`src/rtl/aes_block_serializer_pkg.sv`:
```
// rtl/aes_block_serializer_pkg.sv - shared state encoding and block constants
// Purpose: state enum for the serializer FSM, block byte count and the
//          largest legal PKCS#7 pad value.
// Ports:   none (package).
package aes_block_serializer_pkg;

  localparam int BLOCK_BYTES = 16;
  localparam int PAD_MAX     = 16;

  typedef enum logic [1:0] {
    ST_IDLE  = 2'd0,
    ST_CHECK = 2'd1,
    ST_SHIFT = 2'd2,
    ST_DONE  = 2'd3
  } state_e;

endpackage

```
`src/rtl/aes_block_serializer_pkcs7_check.sv`:
```
// rtl/aes_block_serializer_pkcs7_check.sv - combinational PKCS#7 padding checker
// Purpose: inspects a 128-bit block whose byte 0 (MSB) is sent first and
//          decides whether its trailing bytes form legal PKCS#7 padding.
// Ports:   block_i   - 128-bit plaintext block
//          valid_o   - 1 when pad value P is 1..16 and the last P bytes equal P
//          pad_len_o - P when valid_o, else 0
module aes_block_serializer_pkcs7_check
  import aes_block_serializer_pkg::*;
(
  input  logic [127:0] block_i,
  output logic         valid_o,
  output logic [4:0]   pad_len_o
);

  logic [7:0] pad;

  // The pad value sits in the byte sent last, which is the LSB byte.
  assign pad = block_i[7:0];

  always_comb begin
    valid_o = (pad >= 8'd1) && (pad <= 8'(PAD_MAX));
    // Byte i here counts from the LSB end, so bytes 0..P-1 are the pad bytes.
    for (int i = 0; i < BLOCK_BYTES; i++) begin
      if ((i < int'(pad)) && (block_i[8*i +: 8] != pad)) begin
        valid_o = 1'b0;
      end
    end
    pad_len_o = valid_o ? pad[4:0] : 5'd0;
  end

endmodule

```
`src/rtl/aes_block_serializer.sv`:
```
// rtl/aes_block_serializer.sv - 128-bit block to byte stream serializer with PKCS#7 strip
// Purpose: accepts decrypted 128-bit blocks, optionally strips PKCS#7 padding
//          from the final block of a frame and emits the bytes MSB first.
// Ports:   clk_i, rst_ni (sync active-low), en_i (0 acts as reset)
//          pad_strip_i            - strip request, sampled with the block
//          s_axis_t*              - 128-bit block input, tlast = final block
//          m_axis_t*              - 8-bit byte output, tkeep constant 1
//          pad_error_o            - pulse when a strip attempt finds bad padding
//          frame_done_o           - pulse after the last byte of a frame
module aes_block_serializer
  import aes_block_serializer_pkg::*;
(
  input  logic         clk_i,
  input  logic         rst_ni,
  input  logic         en_i,
  input  logic         pad_strip_i,
  input  logic [127:0] s_axis_tdata_i,
  input  logic         s_axis_tvalid_i,
  input  logic         s_axis_tlast_i,
  output logic         s_axis_tready_o,
  output logic [7:0]   m_axis_tdata_o,
  output logic         m_axis_tvalid_o,
  output logic         m_axis_tlast_o,
  output logic         m_axis_tkeep_o,
  input  logic         m_axis_tready_i,
  output logic         pad_error_o,
  output logic         frame_done_o
);

  state_e       state_q, state_d;
  logic [127:0] buf_q, buf_d;
  logic         last_q, last_d;
  logic         strip_q, strip_d;
  logic [4:0]   num_bytes_q, num_bytes_d;
  logic [3:0]   byte_cnt_q, byte_cnt_d;

  logic         active;
  logic         pad_valid;
  logic [4:0]   pad_len;
  logic [7:0]   cur_byte;
  logic         last_byte;

  // En low is treated exactly like reset.
  assign active         = rst_ni & en_i;
  assign m_axis_tkeep_o = 1'b1;

  aes_block_serializer_pkcs7_check u_pkcs7_check (
    .block_i   (buf_q),
    .valid_o   (pad_valid),
    .pad_len_o (pad_len)
  );

  // Byte 0 of the stream is the MSB byte of the block.
  always_comb begin
    cur_byte = 8'h00;
    for (int i = 0; i < BLOCK_BYTES; i++) begin
      if (byte_cnt_q == 4'(i)) begin
        cur_byte = buf_q[127 - 8*i -: 8];
      end
    end
  end

  assign last_byte = ({1'b0, byte_cnt_q} == (num_bytes_q - 5'd1));

  always_comb begin
    state_d         = state_q;
    buf_d           = buf_q;
    last_d          = last_q;
    strip_d         = strip_q;
    num_bytes_d     = num_bytes_q;
    byte_cnt_d      = byte_cnt_q;
    s_axis_tready_o = 1'b0;
    m_axis_tvalid_o = 1'b0;
    m_axis_tdata_o  = 8'h00;
    m_axis_tlast_o  = 1'b0;
    pad_error_o     = 1'b0;
    frame_done_o    = 1'b0;

    case (state_q)
      ST_IDLE: begin
        s_axis_tready_o = 1'b1;
        if (s_axis_tvalid_i) begin
          buf_d   = s_axis_tdata_i;
          last_d  = s_axis_tlast_i;
          strip_d = pad_strip_i;
          state_d = ST_CHECK;
        end
      end

      ST_CHECK: begin
        num_bytes_d = 5'(BLOCK_BYTES);
        // Only a final block with a strip request is ever inspected.
        if (strip_q && last_q) begin
          if (pad_valid) begin
            num_bytes_d = 5'(BLOCK_BYTES) - pad_len;
          end else begin
            pad_error_o = 1'b1;
          end
        end
        byte_cnt_d = 4'd0;
        state_d    = (num_bytes_d != 5'd0) ? ST_SHIFT : ST_DONE;
      end

      ST_SHIFT: begin
        m_axis_tvalid_o = 1'b1;
        m_axis_tdata_o  = cur_byte;
        m_axis_tlast_o  = last_q && last_byte;
        if (m_axis_tready_i) begin
          if (last_byte) begin
            state_d = last_q ? ST_DONE : ST_IDLE;
          end else begin
            byte_cnt_d = byte_cnt_q + 4'd1;
          end
        end
      end

      ST_DONE: begin
        frame_done_o = 1'b1;
        state_d      = ST_IDLE;
      end

      default: begin
        state_d = ST_IDLE;
      end
    endcase

    // Outputs read as reset values in the same cycle reset or En drops.
    if (!active) begin
      s_axis_tready_o = 1'b0;
      m_axis_tvalid_o = 1'b0;
      m_axis_tdata_o  = 8'h00;
      m_axis_tlast_o  = 1'b0;
      pad_error_o     = 1'b0;
      frame_done_o    = 1'b0;
    end
  end

  always_ff @(posedge clk_i) begin
    if (!active) begin
      state_q     <= ST_IDLE;
      buf_q       <= '0;
      last_q      <= 1'b0;
      strip_q     <= 1'b0;
      num_bytes_q <= '0;
      byte_cnt_q  <= '0;
    end else begin
      state_q     <= state_d;
      buf_q       <= buf_d;
      last_q      <= last_d;
      strip_q     <= strip_d;
      num_bytes_q <= num_bytes_d;
      byte_cnt_q  <= byte_cnt_d;
    end
  end

endmodule

```
`config.mk`:
```
export PLATFORM = sky130hd
export DESIGN_NAME = aes_block_serializer
export DESIGN_NICKNAME = d
export VERILOG_FILES = /design/src/rtl/aes_block_serializer_pkg.sv /design/src/rtl/aes_block_serializer_pkcs7_check.sv /design/src/rtl/aes_block_serializer.sv
export SDC_FILE = /design/constraint.sdc
export NUM_CORES = 1
export LEC_CHECK = 0
export CAP_MARGIN = 0
export CORE_ASPECT_RATIO = 1.1
export CORE_UTILIZATION = 25
export CTS_CLUSTER_DIAMETER = 40
export DETAILED_ROUTE_END_ITERATION = 8
export GPL_ROUTABILITY_DRIVEN = 0
export SLEW_MARGIN = 10
export SYNTH_ARGS = -nofsm -noshare
export SYNTH_HDL_FRONTEND = slang
export SYNTH_SLANG_ARGS = --single-unit
```
`constraint.sdc`:
```
create_clock -name clk_i -period 3.2 [get_ports clk_i]
set_clock_uncertainty 0.05 [all_clocks]
set_input_delay 0.32 -clock clk_i [delete_from_list [all_inputs] [get_ports clk_i]]
set_output_delay 0.32 -clock clk_i [all_outputs]
set_load 0.005 [all_outputs]
```
# Word level (Yosys, flattened, before mapping)
# Cells that the tools add are included.
word_totals:
  regBits: 141
  input_bits: 135
  out_inout_bits: 14
  wordCells: 148
classes:
  add_sub_neg: 3
  order_cmp: 17
  eq_ne: 38
  mux: 58
  bitwise_logic: 1
  reduce_logical: 25
op_table:
  columns: ["operator", "n"]
  rows:
  - ["$mux 8", 18]
  - ["$ne 8x8->1", 15]
  - ["$lt 4x8->1 const A", 8]
  - ["$eq 4x4->1 const B", 8]
  - ["$lt 3x8->1 const A", 4]
  - ["$mux 1", 28]
  - ["$mux 5", 4]
  - ["$logic_and 1x1->1", 18]
  - ["$eq 4x3->1 const B", 4]
  - ["$lt 2x8->1 const A", 2]
  - ["$eq 4x2->1 const B", 2]
  - ["$ge 8x1->1 const B", 1]
  - ["$le 8x5->1 const B", 1]
  - ["$lt 1x8->1 const A", 1]
  - ["$mux 2", 4]
  - ["$mux 4", 2]
  - ["$ne 2x2->1 const B", 4]
  - ["$pmux 2 s4", 1]
  - ["$pmux 4 s2", 1]
  - ["$reduce_and 3->1", 2]
  - ["$eq 4x5->1", 1]
  - ["$reduce_bool 5->1", 1]
  - ["$sub 5x1->5 const B", 1]
  - ["$sub 5x5->5 const A", 1]
  - ["other kinds (9)", 10]

# Logic depth before layout (Yosys ltp)
depth:
  depth_word: 25
  mapped_depth: 14
  ltp_nobuf: 12

# Cells and area by module
# From an unflattened synthesis, not the netlist that was laid out.
unflattened:
  cells_unflattened: 1166
  area_unflattened_um2: 8518.2
by_module_without_submodules:
  columns: ["mod", "n_inst", "cells_each", "area_each_um2", "seq_area_each_um2"]
  rows:
  - ["aes_block_serializer", 1, 946, 6776.5, 2822.7]
  - ["aes_block_serializer_pkcs7_check", 1, 220, 1741.7, 0.0]

# Least setup slack after synthesis
# OpenSTA, ideal clock, no wires.
synth_timing:
  kind: "register to register"
  start: "reg buf_q[5]"
  end: "reg state_q[0]"
  setup_ns: 0.087
  arrival_time_ns: 2.537
  t_required_ns: 3.063
  setup_slack_ns: 0.526
  path_stages_with_launch: 14
  n_path_buf: 2
  period_less_slack_ns: 2.674
  path_cell_list: "dfxtp_1 -> buf_6 -> or4_4 -> buf_6 -> o22ai_2 -> a32o_2 -> o2111ai_2 -> nor2_4 -> nand2_1 -> ha_1 -> nand2_1 -> xor2_1 -> nand4_1 -> o31ai_1"
synth_via:
  elab_chain_len: 25
  elab_cells_between_ends: 71
  classes_between: "add/sub (1); order compare (17); eq/ne (15); mux (21); reduce/logical (17)"
synth_lines:
  columns: ["element", "line", "text"]
  rows:
  - ["start, declared", "aes_block_serializer.sv:31", "logic [127:0] buf_q, buf_d;"]
  - ["start signal, assigned", "aes_block_serializer.sv:148", "buf_q <= buf_d;"]
  - ["$ge 8x1->1, or another cell as far along", "aes_block_serializer_pkcs7_check.sv:21", "valid_o = (pad >= 8'd1) && (pad <= 8'(PAD_MAX));"]
  - ["$logic_and 1x1->1 (on tied branches)", "aes_block_serializer_pkcs7_check.sv:21, aes_block_serializer_pkcs7_check.sv:24", null]
  - ["$mux 1 (14 in series)", "aes_block_serializer_pkcs7_check.sv:24", "if ((i < int'(pad)) && (block_i[8*i +: 8] != pad)) begin"]
  - ["$mux 1 (*)", "aes_block_serializer_pkcs7_check.sv:24", null]
  - ["$mux 5", "aes_block_serializer_pkcs7_check.sv:28", "pad_len_o = valid_o ? pad[4:0] : 5'd0;"]
  - ["$sub 5x5->5", "aes_block_serializer.sv:95", "num_bytes_d = 5'(BLOCK_BYTES) - pad_len;"]
  - ["$mux 5 (*)", "aes_block_serializer.sv:94", "if (pad_valid) begin"]
  - ["$mux 5 (*)", "aes_block_serializer.sv:93", "if (strip_q && last_q) begin"]
  - ["$mux 5 (*)", "aes_block_serializer.sv:79", "case (state_q)"]
  - ["$reduce_bool 5->1 (*)", "aes_block_serializer.sv:101", "state_d = (num_bytes_d != 5'd0) ? ST_SHIFT : ST_DONE;"]
  - ["$mux 1 (*)", "aes_block_serializer.sv:101", null]
  - ["$pmux 2 s4 (*)", "aes_block_serializer.sv:79", null]
  - ["end signal, assigned", "aes_block_serializer.sv:147", "state_q <= state_d;"]
  - ["end, declared", "aes_block_serializer.sv:30", "state_e state_q, state_d;"]
# Every way passes the cells marked *; elsewhere a longest branch is shown, timed or not. The select of a mux whose other input is x is not followed.
# A chain may end at the register's enable or synchronous reset.

# Worst setup path in the final report
layout_timing:
  start: "reg byte_cnt_q[1]"
  end: "out m_axis_tdata_o[0]"
layout_via:
  elab_chain_len: 19
  elab_cells_between_ends: 34
  classes_between: "eq/ne (15); mux (18); reduce/logical (1)"
layout_lines:
  columns: ["element", "line", "text"]
  rows:
  - ["start, declared", "aes_block_serializer.sv:35", "logic [3:0] byte_cnt_q, byte_cnt_d;"]
  - ["start signal, assigned", "aes_block_serializer.sv:152", "byte_cnt_q <= byte_cnt_d;"]
  - ["$logic_not 4->1", "aes_block_serializer.sv:57", "if (byte_cnt_q == 4'(i)) begin"]
  - ["$mux 8 (15 in series)", "aes_block_serializer.sv:57", null]
  - ["$mux 8 (*)", "aes_block_serializer.sv:57", null]
  - ["$mux 8 (*)", "aes_block_serializer.sv:79", null]
  - ["$mux 8 (*)", "aes_block_serializer.sv:128", "if (!active) begin"]
  - ["end, declared", "aes_block_serializer.sv:21", "output logic [7:0] m_axis_tdata_o,"]
# Every way passes the cells marked *; elsewhere a longest branch is shown, timed or not.

==> impl_metrics.py <==
metrics = {
    "route": {
        "routed-wl-met2_um": 14100,
        "vias": 8470,
        "route.met3.wl_um": 2050,
        "highest_layer": "met4",
        "wl_um": 30500,
        "drc": 0,
        "via_per_inst": 5.01,
        "first_iter_violations": 655,
        "met1_length_um": 13400,
        "postRouteAntennaNets": 0,
        "drt_pass1_iterations": 6,
        "wl_per_cell_um": 18.0,
    },
    "cts": {
        "cts_tree": "done",
        "cts-root-buf": "clkbuf_16",
        "cts_num_sinks": 141,
        "path_clk_slew_ns": 0.07,
        "insertion_delay_ns": 0.44,
        "h-tree-depth": 4,
        "cts_made_buffers": 17,
        "clk_path_buf_depth": 2,
    },
    "synth": {
        "synth_top_area_share_pct": 35.0,
        "ys_ff_latch": 141,
        "synth-simple-area-share_pct": 24.0,
        "synth-edff-count": 0,
        "synth_area_leaders": "dfxtp_1 (35%), nand2_1 (14%), a21oi_1 (10%), xnor2_1 (7.0%), xor2_1 (7.0%)",
        "synth_top_area_cell": "dfxtp_1",
        "synth_warnings": 0,
        "synth_cell_types": 52,
        "synth_top_family_by_area": "simple AND/OR/NAND/NOR gates",
        "synth_seq_area_share_pct": 35.0,
        "syn-num-nets": 1238,
        "synthFlopType": "dfxtp_1",
        "synth_fa_ha_area_share_pct": 0.931,
        "synth_compound_area_share_pct": 20.2,
        "synth.area.mux_share_pct": 0.388,
        "synthArstFlopShare_pct": 0,
        "syn_area_per_cell_um2": 7.35,
        "synth_xor_xnor_area_share_pct": 13.9,
        "synth_cells": 1097,
        "syn_area_um2": 8060,
    },
    "setup_path": {
        "critPathCaptureType": "primary output",
        "cpPeakStageDelay_ns": 0.54,
        "path_buf_inv": 3,
        "crit_path_end": "m_axis_tdata_o[0]",
        "rrSetupSlack_ns": 0.11,
        "worstSetupPathType": "reg2out",
        "cp.depth": 11,
        "cpMaxStageDelayCell": "clkdlybuf4s50_1",
        "cp_max_fo": 7,
        "crit_path_frequent_cell": "a21oi_1",
        "rr_worst_depth": 17,
        "start_kind": "flip-flop",
        "worstPathArrival_ns": 2.88,
        "cp-startpoint": "byte_cnt_q[1]",
        "crit_family": "buffers and inverters",
        "worstReg2RegEnd": "state_q[0]",
        "rr_startpoint": "buf_q[2]",
        "worst_ep_required_time_ns": 2.83,
        "crit_chain": "inv_2 -> ha_4 -> nor2b_2 -> buf_4 -> a221oi_1 -> o31ai_1 -> a21oi_1 -> o21ai_1 -> a21oi_1 -> nor2_2 -> clkdlybuf4s50_1",
    },
    "status": {
        "outcome": "finished with violations",
        "violations": "negative setup slack",
    },
    "sta": {
        "whs_ns": 0.371,
        "post-route-min-period_ns": 3.25,
        "layout_setup_ws_ns": -0.0511,
        "relSlewSlack_pct": 46.0,
        "rsz0062_at_grt": "yes",
        "worstMarginPinSlew_ns": 0.810,
        "setup_viol": 1,
        "fin_setup_tns_ns": -0.0511,
        "fmax_mhz": 308,
        "slew_violations": 0,
        "fin_crit_sh_pct": 102,
        "hold_viol": 0,
    },
    "flow_run": {
        "drv_cap": 0,
    },
    "power": {
        "p_total_mw": 4.87,
        "p_per_area_nw_per_um2": 425,
        "peakVddDrop_mv": 0.367,
        "power.leakage_nw": 4.44,
    },
    "die": {
        "ios": 149,
        "rows": 68,
        "die-area_um2": 33000,
        "start_util_pct": 25.5,
        "coreArea_um2": 31600,
        "die_w_um": 173,
        "die_h_um": 190,
    },
    "placement": {
        "placed_cells": 1635,
        "dpl-instance-area_um2": 10300,
        "dp_worst_setup_slack_ns": 0.115,
        "port_buffers": 147,
        "dpl.hpwl_um": 22000,
    },
    "cells_and_area": {
        "stdcell_count": 1692,
        "fin_nets": 1400,
        "stdcell_area_um2": 11500,
        "most-common-layout-cells": "nand2_1 (292), a21oi_1 (158), clkdlybuf4s50_1 (139)",
        "final_common_cell": "nand2_1",
        "drive_gt1_share_pct": 14.5,
        "n_antenna_cell": 0,
        "fin_util_pct": 36.3,
        "syn2layout_area_growth_pct": 42.1,
    },
    "global_routing": {
        "grt.total_usage_pct": 17.9,
        "antenna_found_initial": 0,
        "grt-ovfl-total": 0,
        "grt_max_degree": 72,
        "grt_pass1_wl_um": 45500,
        "first_global_vias": 7877,
    },
    "min_path": {
        "hold_start": "s_axis_tdata_i[46]",
        "whs_path_depth": 3,
        "hp-class": "in2reg",
    },
}
cell usage after synthesis, drive strengths merged (3+ instances only):
| cell | n |
|---|---|
| a21oi | 161 |
| a221oi | 22 |
| a211o | 3 |
| a2111oi | 3 |
| xor2 | 64 |
| nor4 | 17 |
| nand4 | 23 |
| ha | 6 |
| or3 | 3 |
| and3 | 9 |
| o21ai | 44 |
| and2 | 10 |
| nand3 | 18 |
| xnor2 | 64 |
| nor2 | 38 |
| buf | 25 |
| a32o | 4 |
| o31ai | 14 |
| dfxtp | 141 |
| clkbuf | 67 |
| nor2b | 13 |
| inv | 8 |
| o22ai | 3 |
| a221o | 7 |
| nand2 | 297 |
| nor3 | 8 |
| nand2b | 3 |
how the worst min path moves through the flow:
stage | end | slack, ns
after floorplan | strip_q | 0.38
after global placement | buf_q[64] | 0.43
after detailed placement | buf_q[33] | 0.43
after CTS | buf_q[46] | 0.36
after global routing | buf_q[91] | 0.38
final | buf_q[46] | 0.37
worst min-delay path, cell delays in order:
cell             delay, ns
clkdlybuf4s50_1       0.40
nand2_1               0.05
a21oi_1               0.05
timing repair:
item,CTS,global route
hold buffers,0,0
gates resized for setup,43,47
cloned,1,1
pin swaps,15,38
endpoints found under the setup margin,10,12
setup buffers,5,19
logic make-up (layout without fill, tap and decap cells):
logic type                 after synthesis  after routing
and+or+nand+nor                        444            444
AOI/OAI and AO/OA                      274            274
DFF                                    141            141
xor gates and xnor gates               128            128
buffers and inverters                  100            275
adders and majority gates                6              6
muxes                                    3              3
other                                    1              1
cell type report:
type	instances	area, um^2
clock buffer	18	439
clock inverter	14	206
fill	3262	20100
inverter	8	30.0
multi-input combinational	856	5050
sequential	141	2840
tap	420	526
timing repair buffer	235	2370
where the power goes:
| group | total [mW] | internal [mW] | switching, mW |
|---|---|---|---|
| clock network | 2.20 | 1.34 | 0.861 |
| registers | 1.88 | 1.81 | 0.0736 |
| logic | 0.782 | 0.404 | 0.378 |
metal layers:
metal	global-route usage, %	vias to the layer above
li1	-	4064
met1	23.3	3965
met4	7.56	0
met2	29.0	358
met3	3.41	83
met5	0	-
registers in the layout, indices dropped and copies added, names as in the netlist:
register / flops
last_q: 1
strip_q: 1
buf_q: 128
state_q: 2
num_bytes_q: 5
byte_cnt_q: 4
(Power assumes the default switching activity.)
